[src/rtl/dmem_pkg.sv]
// Shared types and constants for the dmem arbiter and its lane decoder.
package dmem_pkg;

  typedef enum logic [1:0] {
    SZ_BYTE    = 2'd0,
    SZ_HALF    = 2'd1,
    SZ_WORD    = 2'd2,
    SZ_ILLEGAL = 2'd3
  } size_e;

  typedef enum logic [0:0] {
    StIdle  = 1'b0,
    StRmwWr = 1'b1
  } arb_state_e;

  localparam int unsigned RMEM_SIGNED = 4;
  localparam logic [3:0]  WMEM_WORD   = 4'b1111;
  localparam logic [4:0]  RMEM_WORD   = 5'b01111;

  // Expands a 4-bit lane mask into a 32-bit byte mask.
  function automatic logic [31:0] lane_bytes(input logic [3:0] mask);
    return {{8{mask[3]}}, {8{mask[2]}}, {8{mask[1]}}, {8{mask[0]}}};
  endfunction

endpackage

[src/rtl/dmem_lane_decode.sv]
// Combinational decode of one byte-addressed request into dmem lane mask,
// read/write codes, the error flag and the lane-shifted store bytes.
module dmem_lane_decode
  import dmem_pkg::*;
#(
  parameter int unsigned ADDR_WIDTH = 15
) (
  input  logic [31:0] addr,
  input  logic [1:0]  size,
  input  logic        sign_ext,
  input  logic        we,
  input  logic [31:0] wdata,
  output logic [3:0]  mask,
  output logic        err,
  output logic [3:0]  wmem_code,
  output logic [4:0]  rmem_code,
  output logic [31:0] wdata_lane
);

  logic bad_shape;
  logic out_of_range;

  assign out_of_range = |(addr >> (ADDR_WIDTH + 2));

  always_comb begin
    mask      = 4'b0000;
    bad_shape = 1'b0;
    unique case (size)
      SZ_BYTE: mask = 4'b0001 << addr[1:0];
      SZ_HALF: begin
        mask      = 4'b0011 << {addr[1], 1'b0};
        bad_shape = addr[0];
      end
      SZ_WORD: begin
        mask      = WMEM_WORD;
        bad_shape = |addr[1:0];
      end
      default: bad_shape = 1'b1;
    endcase
  end

  assign err        = bad_shape | out_of_range;
  assign wmem_code  = (we && !err) ? mask : 4'b0000;
  assign rmem_code  = (!we && !err) ? {sign_ext & (size != SZ_WORD), mask} : 5'b00000;
  assign wdata_lane = wdata << {addr[1:0], 3'b000};

endmodule

[src/rtl/dmem_arbiter.sv]
// Round-robin arbiter sharing dmem between the LSU (port 0) and the debug loader (port 1).
// Define DMEM_ARB_RMW_EN to sequence sub-word stores as read-modify-write.
module dmem_arbiter
  import dmem_pkg::*;
#(
  parameter int unsigned ADDR_WIDTH = 15
) (
  input  logic        clk,
  input  logic        rst,
  input  logic [1:0]  req_valid,
  output logic [1:0]  req_ready,
  input  logic [63:0] req_addr,
  input  logic [1:0]  req_we,
  input  logic [3:0]  req_size,
  input  logic [1:0]  req_signed,
  input  logic [63:0] req_wdata,
  output logic [1:0]  rsp_valid,
  output logic [31:0] rsp_rdata,
  output logic        rsp_err,
  output logic [31:0] mem_addr,
  output logic [3:0]  wmem,
  output logic [4:0]  rmem,
  output logic [31:0] store_data,
  input  logic [31:0] load_data
);

  arb_state_e  state_q, state_d;
  logic        last_q, last_d;
  logic [31:0] mem_addr_q, mem_addr_d;
  logic [1:0]  rsp_valid_q, rsp_valid_d;
  logic [31:0] rsp_rdata_q, rsp_rdata_d;
  logic        rsp_err_q, rsp_err_d;

  logic [1:0]  grant;
  logic        sel;
  logic [31:0] sel_addr, sel_wdata, word_addr;
  logic [1:0]  sel_size;
  logic        sel_we, sel_signed;

  logic [3:0]  dec_mask, dec_wmem;
  logic [4:0]  dec_rmem;
  logic        dec_err;
  logic [31:0] dec_wdata_lane;

  // Port != last wins a conflict; a lone requester always wins.
  always_comb begin
    grant = 2'b00;
    sel   = 1'b0;
    if (!rst && state_q == StIdle && |req_valid) begin
      sel   = (req_valid == 2'b11) ? ~last_q : req_valid[1];
      grant = sel ? 2'b10 : 2'b01;
    end
  end

  assign req_ready  = grant;
  assign last_d     = |grant ? sel : last_q;
  assign sel_addr   = sel ? req_addr[63:32] : req_addr[31:0];
  assign sel_wdata  = sel ? req_wdata[63:32] : req_wdata[31:0];
  assign sel_size   = sel ? req_size[3:2] : req_size[1:0];
  assign sel_we     = sel ? req_we[1] : req_we[0];
  assign sel_signed = sel ? req_signed[1] : req_signed[0];
  assign word_addr  = {{(32 - ADDR_WIDTH){1'b0}}, sel_addr[ADDR_WIDTH+1:2]};

  dmem_lane_decode #(
    .ADDR_WIDTH (ADDR_WIDTH)
  ) u_decode (
    .addr       (sel_addr),
    .size       (sel_size),
    .sign_ext   (sel_signed),
    .we         (sel_we),
    .wdata      (sel_wdata),
    .mask       (dec_mask),
    .err        (dec_err),
    .wmem_code  (dec_wmem),
    .rmem_code  (dec_rmem),
    .wdata_lane (dec_wdata_lane)
  );

`ifdef DMEM_ARB_RMW_EN
  logic [31:0] merge_q, merge_d;
  logic [31:0] lane_data_q, lane_data_d;
  logic [3:0]  lane_mask_q, lane_mask_d;
  logic        port_q, port_d;
  logic        rmw_start;

  assign rmw_start = sel_size != SZ_WORD;
`else
  logic unused_lane;
  assign unused_lane = ^{dec_mask, dec_wdata_lane};
`endif

  always_comb begin
    state_d     = state_q;
    mem_addr_d  = mem_addr_q;
    wmem        = 4'b0000;
    rmem        = 5'b00000;
    store_data  = 32'h0;
    rsp_valid_d = 2'b00;
    rsp_rdata_d = 32'h0;
    rsp_err_d   = 1'b0;
`ifdef DMEM_ARB_RMW_EN
    merge_d     = merge_q;
    lane_data_d = lane_data_q;
    lane_mask_d = lane_mask_q;
    port_d      = port_q;
`endif
    unique case (state_q)
      StIdle: begin
        if (|grant) begin
          rsp_valid_d = grant;
          rsp_err_d   = dec_err;
          if (!dec_err) begin
            mem_addr_d = word_addr;
            if (!sel_we) begin
              rmem        = dec_rmem;
              rsp_rdata_d = load_data;
`ifdef DMEM_ARB_RMW_EN
            end else if (rmw_start) begin
              // Read the whole word now, write the merged word next cycle.
              rmem        = RMEM_WORD;
              rsp_valid_d = 2'b00;
              merge_d     = load_data;
              lane_data_d = dec_wdata_lane;
              lane_mask_d = dec_mask;
              port_d      = sel;
              state_d     = StRmwWr;
`endif
            end else begin
              wmem       = dec_wmem;
              store_data = sel_wdata;
            end
          end
        end
      end
`ifdef DMEM_ARB_RMW_EN
      StRmwWr: begin
        wmem        = WMEM_WORD;
        store_data  = (merge_q & ~lane_bytes(lane_mask_q)) |
                      (lane_data_q & lane_bytes(lane_mask_q));
        rsp_valid_d = port_q ? 2'b10 : 2'b01;
        state_d     = StIdle;
      end
`endif
      default: state_d = StIdle;
    endcase
    if (rst) begin
      wmem       = 4'b0000;
      rmem       = 5'b00000;
      store_data = 32'h0;
    end
    mem_addr = mem_addr_d;
  end

  always_ff @(posedge clk) begin
    if (rst) begin
      state_q     <= StIdle;
      last_q      <= 1'b1;
      mem_addr_q  <= 32'h0;
      rsp_valid_q <= 2'b00;
      rsp_rdata_q <= 32'h0;
      rsp_err_q   <= 1'b0;
    end else begin
      state_q     <= state_d;
      last_q      <= last_d;
      mem_addr_q  <= mem_addr_d;
      rsp_valid_q <= rsp_valid_d;
      rsp_rdata_q <= rsp_rdata_d;
      rsp_err_q   <= rsp_err_d;
    end
  end

`ifdef DMEM_ARB_RMW_EN
  always_ff @(posedge clk) begin
    if (rst) begin
      merge_q     <= 32'h0;
      lane_data_q <= 32'h0;
      lane_mask_q <= 4'b0000;
      port_q      <= 1'b0;
    end else begin
      merge_q     <= merge_d;
      lane_data_q <= lane_data_d;
      lane_mask_q <= lane_mask_d;
      port_q      <= port_d;
    end
  end
`endif

  assign rsp_valid = rsp_valid_q;
  assign rsp_rdata = rsp_rdata_q;
  assign rsp_err   = rsp_err_q;

endmodule

[config.mk]
export PLATFORM = sky130hd
export DESIGN_NAME = dmem_arbiter
export DESIGN_NICKNAME = d
export VERILOG_FILES = /design/src/rtl/dmem_pkg.sv /design/src/rtl/dmem_lane_decode.sv /design/src/rtl/dmem_arbiter.sv
export SDC_FILE = /design/constraint.sdc
export NUM_CORES = 1
export LEC_CHECK = 0
export ABC_AREA = 1
export ABC_CLOCK_PERIOD_IN_PS = 4000
export BUFFER_PORTS_ARGS = -buffer_cell sky130_fd_sc_hd__buf_2
export CAP_MARGIN = 0
export CORE_MARGIN = 5
export CORE_UTILIZATION = 25
export CTS_CLUSTER_SIZE = 8
export DETAILED_ROUTE_END_ITERATION = 6
export GPL_TIMING_DRIVEN = 0
export SLEW_MARGIN = 30
export SYNTH_ARGS = -nofsm -noshare
export SYNTH_HDL_FRONTEND = slang
export SYNTH_SLANG_ARGS = --single-unit
[constraint.sdc]
create_clock -name clk -period 4 [get_ports clk]
set_clock_uncertainty 0.05 [all_clocks]
set_input_delay 0.8 -clock clk [delete_from_list [all_inputs] [get_ports clk]]
set_output_delay 0.8 -clock clk [all_outputs]
set_load 0.02 [all_outputs]
* Yosys cells after proc, flatten, opt, wreduce, memory -nomap -nowiden
Cells that the tools add are included.
** Word-level totals
- Word-level logic and storage cells :: 55
- Output and inout port bits :: 110
- Register bits after elaboration :: 68
- Bits of input ports :: 172
** Operators by class
- Bitwise gates (word level) :: 4
- Eq/ne operators :: 4
- Shift operators :: 2
- Mux-type cells :: 27
- Reduce and logical (&&, ||, !) cells :: 13
** Operator list (count)
- 32-bit two-way mux :: 8
- 5-bit two-way mux :: 5
- 4-bit two-way mux :: 5
- 15-bit OR reduction :: 1
- 4-bit one-hot mux with 3 select lines :: 1
- 2-bit OR reduction :: 4
- 2-bit two-way mux :: 3
- 2-bit == test, second input constant :: 2
- 1-bit two-way mux :: 4
- 4-bit OR reduction :: 1
- 1-bit by 2-bit << shifter with 4-bit output, first input constant :: 1
- 2-bit by 2-bit << shifter with 4-bit output, first input constant :: 1
- 1-bit logical AND :: 3
- 1-bit zero test :: 3
- 1-bit one-hot mux with 3 select lines :: 1
- 2-bit by 1-bit == test with 1-bit output, second input constant :: 1
- 2-bit zero test :: 1
- 2-bit != test, second input constant :: 1
- 1-bit NOT :: 2
- 1-bit bitwise AND :: 1
- 1-bit bitwise OR :: 1

* Longest topological paths before layout
- Word-level depth :: 14
- Gate-level depth with buffers :: 14
- Depth with buffers taken out :: 11

* Cells and area by module
From an unflattened synthesis, not the netlist that was laid out.
** Second synthesis, totals
- Cell total of the unflattened synthesis :: 787
- Area total of the unflattened synthesis :: 4499.3 um2
** By module, submodules not included
- dmem_arbiter :: cells an instance 610, area an instance 3689.8 um2, instances 1
- dmem_lane_decode :: cells an instance 177, area an instance 809.5 um2, instances 1

* Worst setup path after synthesis
OpenSTA, ideal clock, no wires.
- Path kind :: input port to output port
- Start :: input port rst
- End :: output port rmem[0]
- Cell stages on the path :: 12
- Setup slack :: 0.902 ns
- Data required time :: 3.150 ns
- Arrival time :: 2.248 ns
- Cell sequence :: buf_6 inv_8 nand3_4 buf_6 nand2_1 nand2_1 nand2_2 nand2_2 nor2_4 buf_6 nand4_4 nor2_1
** On the way
- Longest elaborated chain between the ends :: 14
** RTL lines
- from (decl) :: RTL line dmem_arbiter.sv:9 : input logic rst,
- 1-bit zero test :: RTL line dmem_arbiter.sv:49 : if (!rst && state_q == StIdle && |req_valid) begin
- 1-bit logical AND :: RTL line dmem_arbiter.sv:49
- 1-bit two-way mux :: RTL line dmem_arbiter.sv:49
- 2-bit two-way mux or 32-bit two-way mux (tied branches) :: RTL line dmem_arbiter.sv:59, dmem_arbiter.sv:57
- 2-bit == test, or another cell as far along :: RTL line dmem_lane_decode.sv:28 : unique case (size)
- 1-bit one-hot mux with 3 select lines :: RTL line dmem_lane_decode.sv:28
- 1-bit bitwise OR :: RTL line dmem_lane_decode.sv:42 : assign err = bad_shape | out_of_range;
- 1-bit zero test :: RTL line dmem_lane_decode.sv:44 : assign rmem_code = (!we && !err) ? {sign_ext & (size != SZ_WORD), mask} : 5'b00000;
- 1-bit logical AND :: RTL line dmem_lane_decode.sv:44
- 5-bit two-way mux :: RTL line dmem_lane_decode.sv:44
- 5-bit two-way mux :: RTL line dmem_arbiter.sv:114 : if (!sel_we) begin
- 5-bit two-way mux :: RTL line dmem_arbiter.sv:112 : if (!dec_err) begin
- 5-bit two-way mux :: RTL line dmem_arbiter.sv:109 : if (|grant) begin
- 5-bit two-way mux * :: RTL line dmem_arbiter.sv:146 : if (rst) begin
- to (decl) :: RTL line dmem_arbiter.sv:22 : output logic [4:0] rmem,
Every way passes the cells marked *; elsewhere a longest branch is shown, timed or not.

* Final worst setup path
- Start :: input port req_valid[1]
- End :: output port store_data[17]
** On the way
- Longest elaborated chain between the ends :: 10
** RTL lines
- from (decl) :: RTL line dmem_arbiter.sv:10 : input logic [1:0] req_valid,
- 2-bit == test or 2-bit OR reduction (tied branches) :: RTL line dmem_arbiter.sv:50, dmem_arbiter.sv:49
- 1-bit two-way mux or 1-bit logical AND (tied branches) :: RTL line dmem_arbiter.sv:50, dmem_arbiter.sv:49
- 1-bit two-way mux :: RTL line dmem_arbiter.sv:49
- 2-bit two-way mux or 32-bit two-way mux (tied branches) :: RTL line dmem_arbiter.sv:59, dmem_arbiter.sv:57
- 2-bit == test, or another cell as far along :: RTL line dmem_lane_decode.sv:28
- 1-bit one-hot mux with 3 select lines :: RTL line dmem_lane_decode.sv:28
- 1-bit bitwise OR :: RTL line dmem_lane_decode.sv:42
- 32-bit two-way mux :: RTL line dmem_arbiter.sv:112
- 32-bit two-way mux * :: RTL line dmem_arbiter.sv:109
- 32-bit two-way mux * :: RTL line dmem_arbiter.sv:146
- to (decl) :: RTL line dmem_arbiter.sv:23 : output logic [31:0] store_data,
Marked as above.

==> summary.txt <==
run status: finished clean
CP most frequent cell: buf_2
register cell area after layout: 1360 µm²
latest clock arrival within the worst-skew pair: 0.33 ns
detail-routed net length per standard cell: 13.2 µm
post-detailed-routing wire length: 13700 µm
count of state elements after synthesis: 68
reported max-cap violation count: 0
number of warning messages in the yosys log: 0
leading post-synthesis cells by cell area: dfxtp_1 (38%), nor2_1 (13%), nand2_1 (12%)
total CTS buffers: 9
Core ar.: 13900 µm²
Placer Congestion: 0.869
startpoint-to-endpoint class of the critical path: input pin to output port
CP startpoint: req_valid[1]
number of clock sinks: 68
clock-pin slew reported for the worst setup and hold paths after clock tree synthesis: 0.06 ns
cell area after technology mapping: 3580 µm²
critical path, cell by cell: buf_2 -> buf_2 -> o21ai_0 -> inv_1 -> nand4_4 -> clkinv_4 -> nand2_1 -> buf_2 -> nor2_1 -> buf_2
number of buffer and inverter stages on the critical path: 6
largest net degree at the start of global routing: 13
cell taking the most area after synthesis: dfxtp_1
Setup WS pre-CTS: 0.285 ns
Total Nets Final: 1024
gate family responsible for the most delay along the worst path: buffers and inverters
global-route wire length before repair: 20700 µm
post-synth top area share: 38.0%
setup repair bufs after CTS: 0
cell internal pwr: 1.28 mW
number of fillers in the final layout: 1564
data required time at the worst endpoint: 3.15 ns
# port buffers: 280
final setup violation count: 0
part of the total power dissipated in combinational logic: 13.5%
number of non-filler instances in the completed layout: 1037
DP Wirelength: 11400 µm
crit path time final: 3.61 ns
switching share of total power: 24.5%
gr usage total: 15.8%
cells on worst reg2reg path: 13
number of levels in the clock H-tree: 3
fraction of the yosys area taken by sequential cells: 38.0%
final number of max-transition violations: 0
initial antenna violation count: 0
Gates resized, CTS repair: 0
share of post-route cells with drive strength above 1: 38.9%
reg2reg start: last_q$_SDFFE_PP1N_
Crit path arrival time: 2.76 ns
Root Buffer Master: clkbuf_16
syn avg cell area: 6.38 µm²
hold slack: 0.392 ns
RSZ-0062 raised after global routing: false
Area Growth Syn to Fin: 53.9%
static leakage: 3.40 nW
Die Area: 16800 µm²
number of global-route vias before repair: 4113
drt initial violations: 136
area of all placed cells without fillers: 5510 µm²
worst path setup slack after routing: 0.394 ns
clock tree from TritonCTS: built
die outline width: 130 µm
Max FO, Critical Path: 10
Top Ports: 282
deepest clock path buffer count: 2
DRT Pass-1 Iters: 4
worst-path cell with the longest stage delay: o21ai_0
TNS Setup: 0 ns
Initial Util: 25.7%
syn nets: 733
Worst IR Drop VDD: 242 µV
kind of end point of the critical path: output port
tightest slew margin relative to the limit: 60.7%
Via Count: 4258
drc violations: 0
post-synthesis cell count: 561
number of nets with antenna violations after routing: 0
highest achievable clock rate: 277 MHz
Hold Crit Start: mem_addr_q[26]$_SDFF_PP0_
final worst path period share: 90.1%
CP peak stage delay: 0.41 ns
sequential share of power: 40.1%
transition time of the tightest slew-check pin: 0.590 ns
net switching power: 0.416 mW
critical path depth in cells: 10
power per unit of standard cell area: 309 nW/µm²
Via density: 4.11
DP Area: 5200 µm²
diode insertion count for antenna repair: 0
Die H: 130 µm
class of the worst hold path: register to register
number of distinct library cells after synthesis: 25
startpoint type of the worst setup path: input pin
fraction of power consumed by the clock network: 46.4%
count of endpoints failing hold in the final timing report: 0
area occupied by multi-input gates: 1590 µm²
number of hold buffers added after CTS: 0
Min-Delay Path Depth: 2
Placed Instances: 1021
Overflow after GRT: 0
row count: 43
layer usage:
metal  GRT usage [%]  wire length (µm)
met1            19.3              5650
met5               0                 0
met2            26.5              6660
met3            5.11              1210
met4            4.65               178
cell usage after synthesis:
master      n
nor2_1    128
nand2_1   111
inv_1     109
dfxtp_1    68
o21ai_0    21
nor3_1     18
nand3_1    17
o21bai_1   16
o22ai_1    16
buf_2      14
clkbuf_1    9
buf_6       7
nand4_1     7
nand2_2     4
a21oi_1     3
inv_2       2
nand2_4     2
nand4_4     2
a31oi_1     1
buf_4       1
clkinv_4    1
inv_8       1
nand3_4     1
nor2_4      1
o21ai_2     1
flip-flops by register name, summed over array words and instances (netlist names):
signal,cells
rsp_rdata,32
last_q,1
rsp_err,1
rsp_valid,2
mem_addr_q,32
stage by stage:
step                      utilization, %  total power, mW
after floorplan                        -            0.810
after global placement              37.4            0.924
after detailed placement            37.4            0.927
after CTS                           39.5             1.73
after global routing                39.5             1.78
final                               39.5             1.70
layout make-up:
class,count,area share (%)
multi-input combinational,349,28.9
timing repair buffer,280,25.4
sequential,68,24.7
inverter,113,7.93
clock buffer,10,4.34
tap,180,4.09
buffer,31,3.45
clock inverter,6,1.16
worst paths after layout:
| path | end | slack (ns) |
|---|---|---|
| setup / recovery | store_data[17] | 0.39 |
| hold / removal | mem_addr_q[26]$_SDFF_PP0_ | 0.39 |
| setup reg to reg | mem_addr_q[11]$_SDFF_PP0_ | 1.95 |
| hold reg to reg | mem_addr_q[26]$_SDFF_PP0_ | 0.39 |
power groups by stage:
stage	combinational, mW	sequential (mW)	clock, mW
floorplan	0.112	0.698	0
global placement	0.229	0.696	0
detailed placement	0.231	0.696	0
CTS	0.233	0.681	0.817
global route	0.262	0.681	0.840
finish	0.229	0.681	0.789
worst reg2reg max path, delay by kind of cell, from the launching register on:
kind	cells	cell delay (ns)
and+or+nand+nor	11	1.18
buffers and inverters	2	0.36
DFF	1	0.33
placed cells by master (no fill, tap or decap):
cell and instances:
buf_2 294, nor2_1 128, nand2_1 111, inv_1 109, dfxtp_1 68, o21ai_0 21
nor3_1 18, nand3_1 17, o22ai_1 16, o21bai_1 16, clkbuf_1 9, clkbuf_16 9
buf_6 7, nand4_1 7, nand2_2 4, a21oi_1 3, inv_2 2, nand4_4 2
clkinv_4 2, nand2_4 2, clkinvlp_4 2, clkinv_2 2, inv_8 1, nand3_4 1
nor2_4 1, a31oi_1 1, o21ai_2 1, buf_4 1, bufinv_16 1, clkbuf_8 1
logic make-up after synthesis:
logic type | Yosys count | synth area share [%]
and+or+nand+nor | 291 | 34.5
buffers and inverters | 144 | 17.5
DFF | 68 | 38.0
AOI/OAI and AO/OA | 58 | 9.93
(Power assumes the default switching activity.)
